===== config.mk =====
export PLATFORM = sky130hd
export DESIGN_NAME = seq_alu
export DESIGN_NICKNAME = d
export VERILOG_FILES = /design/src/rtl/seq_alu_pkg.sv /design/src/rtl/seq_alu_divider.sv /design/src/rtl/seq_alu.sv
export SDC_FILE = /design/constraint.sdc
export NUM_CORES = 1
export LEC_CHECK = 0
export CAP_MARGIN = 5
export CORE_UTILIZATION = 55
export CTS_CLUSTER_SIZE = 16
export DETAILED_ROUTE_END_ITERATION = 16
export PLACE_DENSITY = 0.8
export SETUP_SLACK_MARGIN = 0.5
export SLEW_MARGIN = 20
export SYNTH_ARGS = -nofsm -noshare
export SYNTH_HDL_FRONTEND = slang
export SYNTH_SLANG_ARGS = --single-unit
export TNS_END_PERCENT = 5

===== constraint.sdc =====
create_clock -name clk -period 3.7 [get_ports clk]
set_clock_uncertainty 0.05 [all_clocks]
set_input_delay 0.37 -clock clk [delete_from_list [all_inputs] [get_ports clk]]
set_output_delay 0.37 -clock clk [all_outputs]
set_load 0.02 [all_outputs]

===== src/rtl/seq_alu_pkg.sv =====
// -----------------------------------------------------------------------------
// seq_alu_pkg
// Shared types for the registered sequential ALU:
//   op_t    - 3-bit opcode encoding (cpy, add, sub, div, mod, shl, shr, cmp)
//   state_t - control FSM states (idle / iterative divide in progress)
//   is_divide() - true for the two opcodes served by the iterative divider
// -----------------------------------------------------------------------------
package seq_alu_pkg;

  typedef enum logic [2:0] {
    OP_CPY = 3'b000,
    OP_ADD = 3'b001,
    OP_SUB = 3'b010,
    OP_DIV = 3'b011,
    OP_MOD = 3'b100,
    OP_SHL = 3'b101,
    OP_SHR = 3'b110,
    OP_CMP = 3'b111
  } op_t;

  typedef enum logic {
    S_IDLE = 1'b0,
    S_DIV  = 1'b1
  } state_t;

  function automatic logic is_divide(input op_t op);
    return (op == OP_DIV) || (op == OP_MOD);
  endfunction

endpackage


===== src/rtl/seq_alu_divider.sv =====
// -----------------------------------------------------------------------------
// alu_divider
// WIDTH-iteration restoring divider, one quotient bit per clock.
// Ports:
//   clk, rst          - clock, asynchronous active-high reset
//   start             - load dividend/divisor and begin (ignored while busy)
//   dividend, divisor - unsigned operands; divisor must be non-zero
//   busy              - an iteration is pending on the next clock edge
//   done              - the coming edge performs the final iteration
//   quotient,
//   remainder         - results of the iteration performed on the coming edge;
//                       when done=1 these are the final quotient/remainder, so
//                       the owner can capture them on the same edge.
// -----------------------------------------------------------------------------
module alu_divider #(
  parameter int WIDTH = 8
) (
  input  logic             clk,
  input  logic             rst,
  input  logic             start,
  input  logic [WIDTH-1:0] dividend,
  input  logic [WIDTH-1:0] divisor,
  output logic             busy,
  output logic             done,
  output logic [WIDTH-1:0] quotient,
  output logic [WIDTH-1:0] remainder
);

  localparam int CW = $clog2(WIDTH + 1);

  logic [CW-1:0]    count;
  logic [WIDTH-1:0] rem_q;   // partial remainder
  logic [WIDTH-1:0] quo_q;   // dividend bits shift out of the top, quotient bits in at the bottom
  logic [WIDTH-1:0] dsr_q;
  logic [WIDTH+1:0] trial;   // one extra bit so the sign shows whether the subtract fits
  logic [WIDTH-1:0] rem_d;
  logic [WIDTH-1:0] quo_d;

  // NOTE: every always_comb output is assigned on every path, so no latch is inferred.
  always_comb begin
    trial = {1'b0, rem_q, quo_q[WIDTH-1]} - {2'b00, dsr_q};
    if (trial[WIDTH+1]) begin
      // Does not fit: restore, i.e. keep the shifted partial remainder.
      rem_d = {rem_q[WIDTH-2:0], quo_q[WIDTH-1]};
      quo_d = {quo_q[WIDTH-2:0], 1'b0};
    end else begin
      rem_d = trial[WIDTH-1:0];
      quo_d = {quo_q[WIDTH-2:0], 1'b1};
    end
  end

  assign busy      = (count != '0);
  assign done      = (count == CW'(1));
  assign quotient  = quo_d;
  assign remainder = rem_d;

  // NOTE: the datapath registers are reset too, so an aborted divide leaves no stale state.
  always_ff @(posedge clk or posedge rst) begin
    if (rst) begin
      count <= '0;
      rem_q <= '0;
      quo_q <= '0;
      dsr_q <= '0;
    end else if (start && !busy) begin
      // NOTE: sequential state uses non-blocking assignments so all registers update together.
      count <= CW'(WIDTH);
      rem_q <= '0;
      quo_q <= dividend;
      dsr_q <= divisor;
    end else if (busy) begin
      count <= count - CW'(1);
      rem_q <= rem_d;
      quo_q <= quo_d;
    end
  end

endmodule


===== src/rtl/seq_alu.sv =====
// -----------------------------------------------------------------------------
// seq_alu
// Registered 8-opcode ALU with valid/ready handshakes on both sides.
// Single-cycle ops write the result register on the accept edge; div/mod with
// a non-zero divisor run on alu_divider for WIDTH cycles.
// Ports:
//   clk, rst            - clock, asynchronous active-high reset
//   in_valid, in_ready  - operand handshake (in_ready depends on out_ready)
//   in1, in2, select    - operands and opcode (in2[SHW-1:0] is the shift amount)
//   out_valid, out_ready- result handshake
//   out                 - WIDTH+1-bit result
//   dz                  - divide/modulo by zero, qualified by out_valid
// -----------------------------------------------------------------------------
module seq_alu
  import seq_alu_pkg::*;
#(
  parameter int WIDTH = 8,
  parameter int SHW   = $clog2(WIDTH + 1)
) (
  input  logic             clk,
  input  logic             rst,
  input  logic             in_valid,
  output logic             in_ready,
  input  logic [WIDTH-1:0] in1,
  input  logic [WIDTH-1:0] in2,
  input  logic [2:0]       select,
  output logic             out_valid,
  input  logic             out_ready,
  output logic [WIDTH:0]   out,
  output logic             dz
);

  localparam logic [SHW-1:0] MAX_AMT = SHW'(WIDTH);

  state_t           state;
  logic             div_is_mod;   // remembers which result to keep while dividing
  op_t              op;
  logic             accept;
  logic             long_div;     // div/mod that needs the iterative divider
  logic             write_result;
  logic [WIDTH:0]   ext1;
  logic [WIDTH:0]   ext2;
  logic [SHW-1:0]   amt;
  logic [WIDTH:0]   imm_result;
  logic             imm_dz;
  logic [WIDTH:0]   next_out;
  logic             next_dz;

  logic             div_busy;
  logic             div_done;
  logic [WIDTH-1:0] div_quo;
  logic [WIDTH-1:0] div_rem;

  assign op       = op_t'(select);
  assign ext1     = {1'b0, in1};
  assign ext2     = {1'b0, in2};
  assign amt      = in2[SHW-1:0];
  assign in_ready = (state == S_IDLE) && !div_busy && (!out_valid || out_ready);
  assign accept   = in_valid && in_ready;
  assign long_div = is_divide(op) && (in2 != '0);

  always_comb begin
    imm_result = '0;
    imm_dz     = 1'b0;
    unique case (op)
      OP_CPY: imm_result = ext1;
      OP_ADD: imm_result = ext1 + ext2;
      OP_SUB: imm_result = ext1 - ext2;
      OP_DIV: begin
        // Only reached with in2 == 0; non-zero divisors go to the divider.
        imm_result = '1;
        imm_dz     = 1'b1;
      end
      OP_MOD: begin
        imm_result = ext1;
        imm_dz     = 1'b1;
      end
      OP_SHL: imm_result = (amt > MAX_AMT) ? '0 : (ext1 << amt);
      OP_SHR: imm_result = (amt > MAX_AMT) ? '0 : (ext1 >> amt);
      OP_CMP: imm_result = {{WIDTH{1'b0}}, (in1 > in2)};
      default: imm_result = '0;
    endcase
  end

  assign write_result = (accept && !long_div) || ((state == S_DIV) && div_done);

  always_comb begin
    next_out = imm_result;
    next_dz  = imm_dz;
    if (state == S_DIV) begin
      next_out = div_is_mod ? {1'b0, div_rem} : {1'b0, div_quo};
      next_dz  = 1'b0;
    end
  end

  alu_divider #(
    .WIDTH(WIDTH)
  ) u_divider (
    .clk      (clk),
    .rst      (rst),
    .start    (accept && long_div),
    .dividend (in1),
    .divisor  (in2),
    .busy     (div_busy),
    .done     (div_done),
    .quotient (div_quo),
    .remainder(div_rem)
  );

  always_ff @(posedge clk or posedge rst) begin
    if (rst) begin
      state      <= S_IDLE;
      div_is_mod <= 1'b0;
      out_valid  <= 1'b0;
      out        <= '0;
      dz         <= 1'b0;
    end else begin
      unique case (state)
        S_IDLE: begin
          if (accept && long_div) begin
            state      <= S_DIV;
            div_is_mod <= (op == OP_MOD);
          end
        end
        S_DIV: begin
          if (div_done) state <= S_IDLE;
        end
        default: state <= S_IDLE;
      endcase

      // A new result wins over a consume on the same edge, keeping out_valid high.
      if (write_result) begin
        out_valid <= 1'b1;
        out       <= next_out;
        dz        <= next_dz;
      end else if (out_ready) begin
        out_valid <= 1'b0;
      end
    end
  end

endmodule


==> flow_metrics.py <==
metrics = {
    "worst_setup_path": {
        "crit_fanout": 9,
        "critPathKind": "in -> reg",
        "cp.required_ns": 3.79,
        "arrival_ns": 3.14,
        "setup.worst_path.start_class": "input port",
        "endpoint_kind": "flop",
    },
    "timing": {
        "max_freq_ghz": 0.328,
        "relSlewSlack": 0.529,
        "hold_viol_final": 0,
        "rsz0062_at_grt": "no",
        "tns_ns": 0,
        "slew_viol_final": 0,
        "worstMarginPinSlew_ns": 0.700,
        "setup_viol": 0,
        "min_period_over_period": 0.825,
        "period_needed_ns": 3.05,
    },
    "layout": {
        "fillers": 614,
        "drive_gt1_frac": 0.0913,
        "syn_to_final_growth_pct": 12.1,
        "n_antenna_cell": 0,
        "mostFrequentLayoutCell": "nand2_1",
        "final_util": 0.642,
        "layout.nets": 546,
        "layout_common_cells": "46 x nand2_1, 41 x dfrtp_1, 39 x a21oi_1",
    },
    "floorplanning": {
        "io_pins": 35,
        "fp.dieW_um": 86.6,
        "die_y_um": 86.6,
        "initial_utilization": 0.573,
        "die-area_um2": 7500,
        "rows": 30,
        "core-area_um2": 6870,
    },
    "synth": {
        "synth-main-ff-cell": "dfrtp_1",
        "syn_area_um2": 3940,
        "synth_top_area_share": 0.261,
        "synthMuxAreaShare": 0.0798,
        "synth_top_family_by_area": "compound AO/OA/AOI/OAI gates",
        "synth_xor_area_frac": 0.0289,
        "synth-simple-area-share": 0.185,
        "synth_edf_count": 0,
        "synth_warnings": 0,
        "synthesis.nets": 520,
        "seq_area_frac_synth": 0.261,
        "syn_avg_cell_area_um2": 8.44,
        "synth_adder_area_share": 0.104,
        "ys_seq_elements": 41,
        "synthArstFlopShare": 1.00,
        "syn_inst": 466,
        "synth_top_area_cell": "dfrtp_1",
        "synth_compound_area_frac": 0.266,
        "synth.area.top_cells": "dfrtp_1 26%, ha_1 8.9%, a21oi_1 5.0%",
        "synthDistinctLibCells": 68,
    },
    "grt": {
        "first_global_vias": 3678,
        "grt_max_degree": 42,
        "antenna_found_initial": 0,
        "grt_first_pass_wirelength_um": 19100,
        "grtUsageTotal": 0.332,
        "grt_overflow_total": 0,
    },
    "clocking": {
        "cts_setup_buffers": 0,
        "clk_pin_slew_ns": 0.08,
        "cts.sinks": 41,
        "cts_max_path_buffers": 2,
        "htreeDepth": 2,
        "cts_tree": "done",
        "clk_root_buffer_cell": "clkbuf_8",
        "numCtsBuffers": 5,
        "cts.repair.resized": 0,
        "clk_latency_ns": 0.29,
        "hold_buffers": 0,
    },
    "detailed_routing": {
        "remaining_drc_errors": 0,
        "finalWirelength_um": 11500,
        "drt-wirelength-per-cell_um": 19.5,
        "via_per_inst": 6.43,
        "dr.pass1.iters": 5,
        "num_vias": 3786,
        "drt_iter0_drc": 283,
        "detail-route-antenna-nets": 0,
    },
    "status": {
        "status": "complete, no violations",
    },
    "worst_hold_path": {
        "hp-class": "in -> async",
    },
    "job": {
        "maxCapViolCount": 0,
    },
    "placed_design": {
        "dp_hpwl_um": 8710,
        "port_buffers": 34,
        "gp_congestion": 0.983,
    },
    "power_and_ir_drop": {
        "leakagePower_uw": 0.00188,
        "ir_drop_uv": 639,
        "powerDensity_nw_per_um2": 662,
    },
}
==> critical path, cell delays in order <==
cell and delay, ns:
clkdlybuf4s50_1 0.73, inv_1 0.14, ha_1 0.25, a2111oi_0 0.53, a211oi_1 0.17, o211a_1 0.23, o311ai_0 0.53, o311ai_1 0.18
==> cells in the mapped netlist, types with 8 or more instances <==
library cell,instances
nor3_1,12
o21ai_0,28
nand3_1,10
mux4_2,8
nor2_1,33
a22oi_1,8
a21oi_1,39
inv_1,34
nand2_1,46
mux2i_1,10
ha_1,28
dfrtp_1,41
clkbuf_1,12
==> state kept, by name, summed over array words and instances (netlist names) <==
name and cells:
div_is_mod 1, u_divider.dsr_q 8, state 1, u_divider.count 4, u_divider.rem_q 8, out 9, u_divider.quo_q 8, out_valid 1
dz 1
==> power breakdown <==
part	switching (uW)	leakage, uW	internal, uW
clock	156	0.0000450	131
combinational	997	0.00134	758
sequential	202	0.000493	676
total	1360	0.00188	1570
==> per-stage QoR <==
| stage | total power (uW) | std cells | setup slack, ns | area, um2 | hold slack [ns] |
|---|---|---|---|---|---|
| 2_1_floorplan | 2110 | 466 | 0.955 | 3940 | 0.406 |
| 3_3_place_gp | 2540 | 581 | 0.516 | 4330 | 0.443 |
| 3_5_place_dp | 2610 | 581 | 0.456 | 4330 | 0.451 |
| 4_1_cts | 2910 | 589 | 0.671 | 4410 | 0.471 |
| 5_1_grt | 3170 | 589 | 0.518 | 4410 | 0.494 |
| 6_report | 2920 | 589 | 0.647 | 4410 | 0.461 |
==> routing by layer <==
layer	up-vias	GRT usage	wire length, um
met1	1792	0.457	4780
met2	193	0.541	5380
met5	-	0	0
li1	1771	-	-
met4	0	0.130	445
met3	30	0.0333	882
==> worst paths after layout <==
path / start / to / slack (ns) / cells past startpoint
hold / removal: rst / u_divider.count[3] / 0.46 / 3
min in group clk: out[6] / out[6] / 0.47 / 2
setup / recovery: in2[3] / out[0] / 0.65 / 8
max in group asynchronous: rst / u_divider.dsr_q[7] / 2.76 / 3
setup reg to reg: u_divider.count[0] / out[8] / 0.87 / 7
hold reg to reg: out[6] / out[6] / 0.47 / 2
==> cell type report <==
cell class	instances	area, um2	share of cell area
Multi-Input combinational cell	362	2620	0.593
Sequential cell	41	1030	0.233
Timing Repair Buffer	46	430	0.0976
Inverter	36	135	0.0306
Tap cell	96	120	0.0272
Clock buffer	6	72.6	0.0165
Clock inverter	2	10.0	0.00227
==> logic make-up (layout without fill, tap and decap cells) <==
logic type / Yosys count / after routing
adders and majority gates: 31 / 31
xor gates and xnor gates: 13 / 13
buffers and inverters: 63 / 90
AOI/OAI and AO/OA: 152 / 152
muxes: 21 / 21
DFF: 41 / 41
and+or+nand+nor: 145 / 145
(Power assumes the default switching activity.)
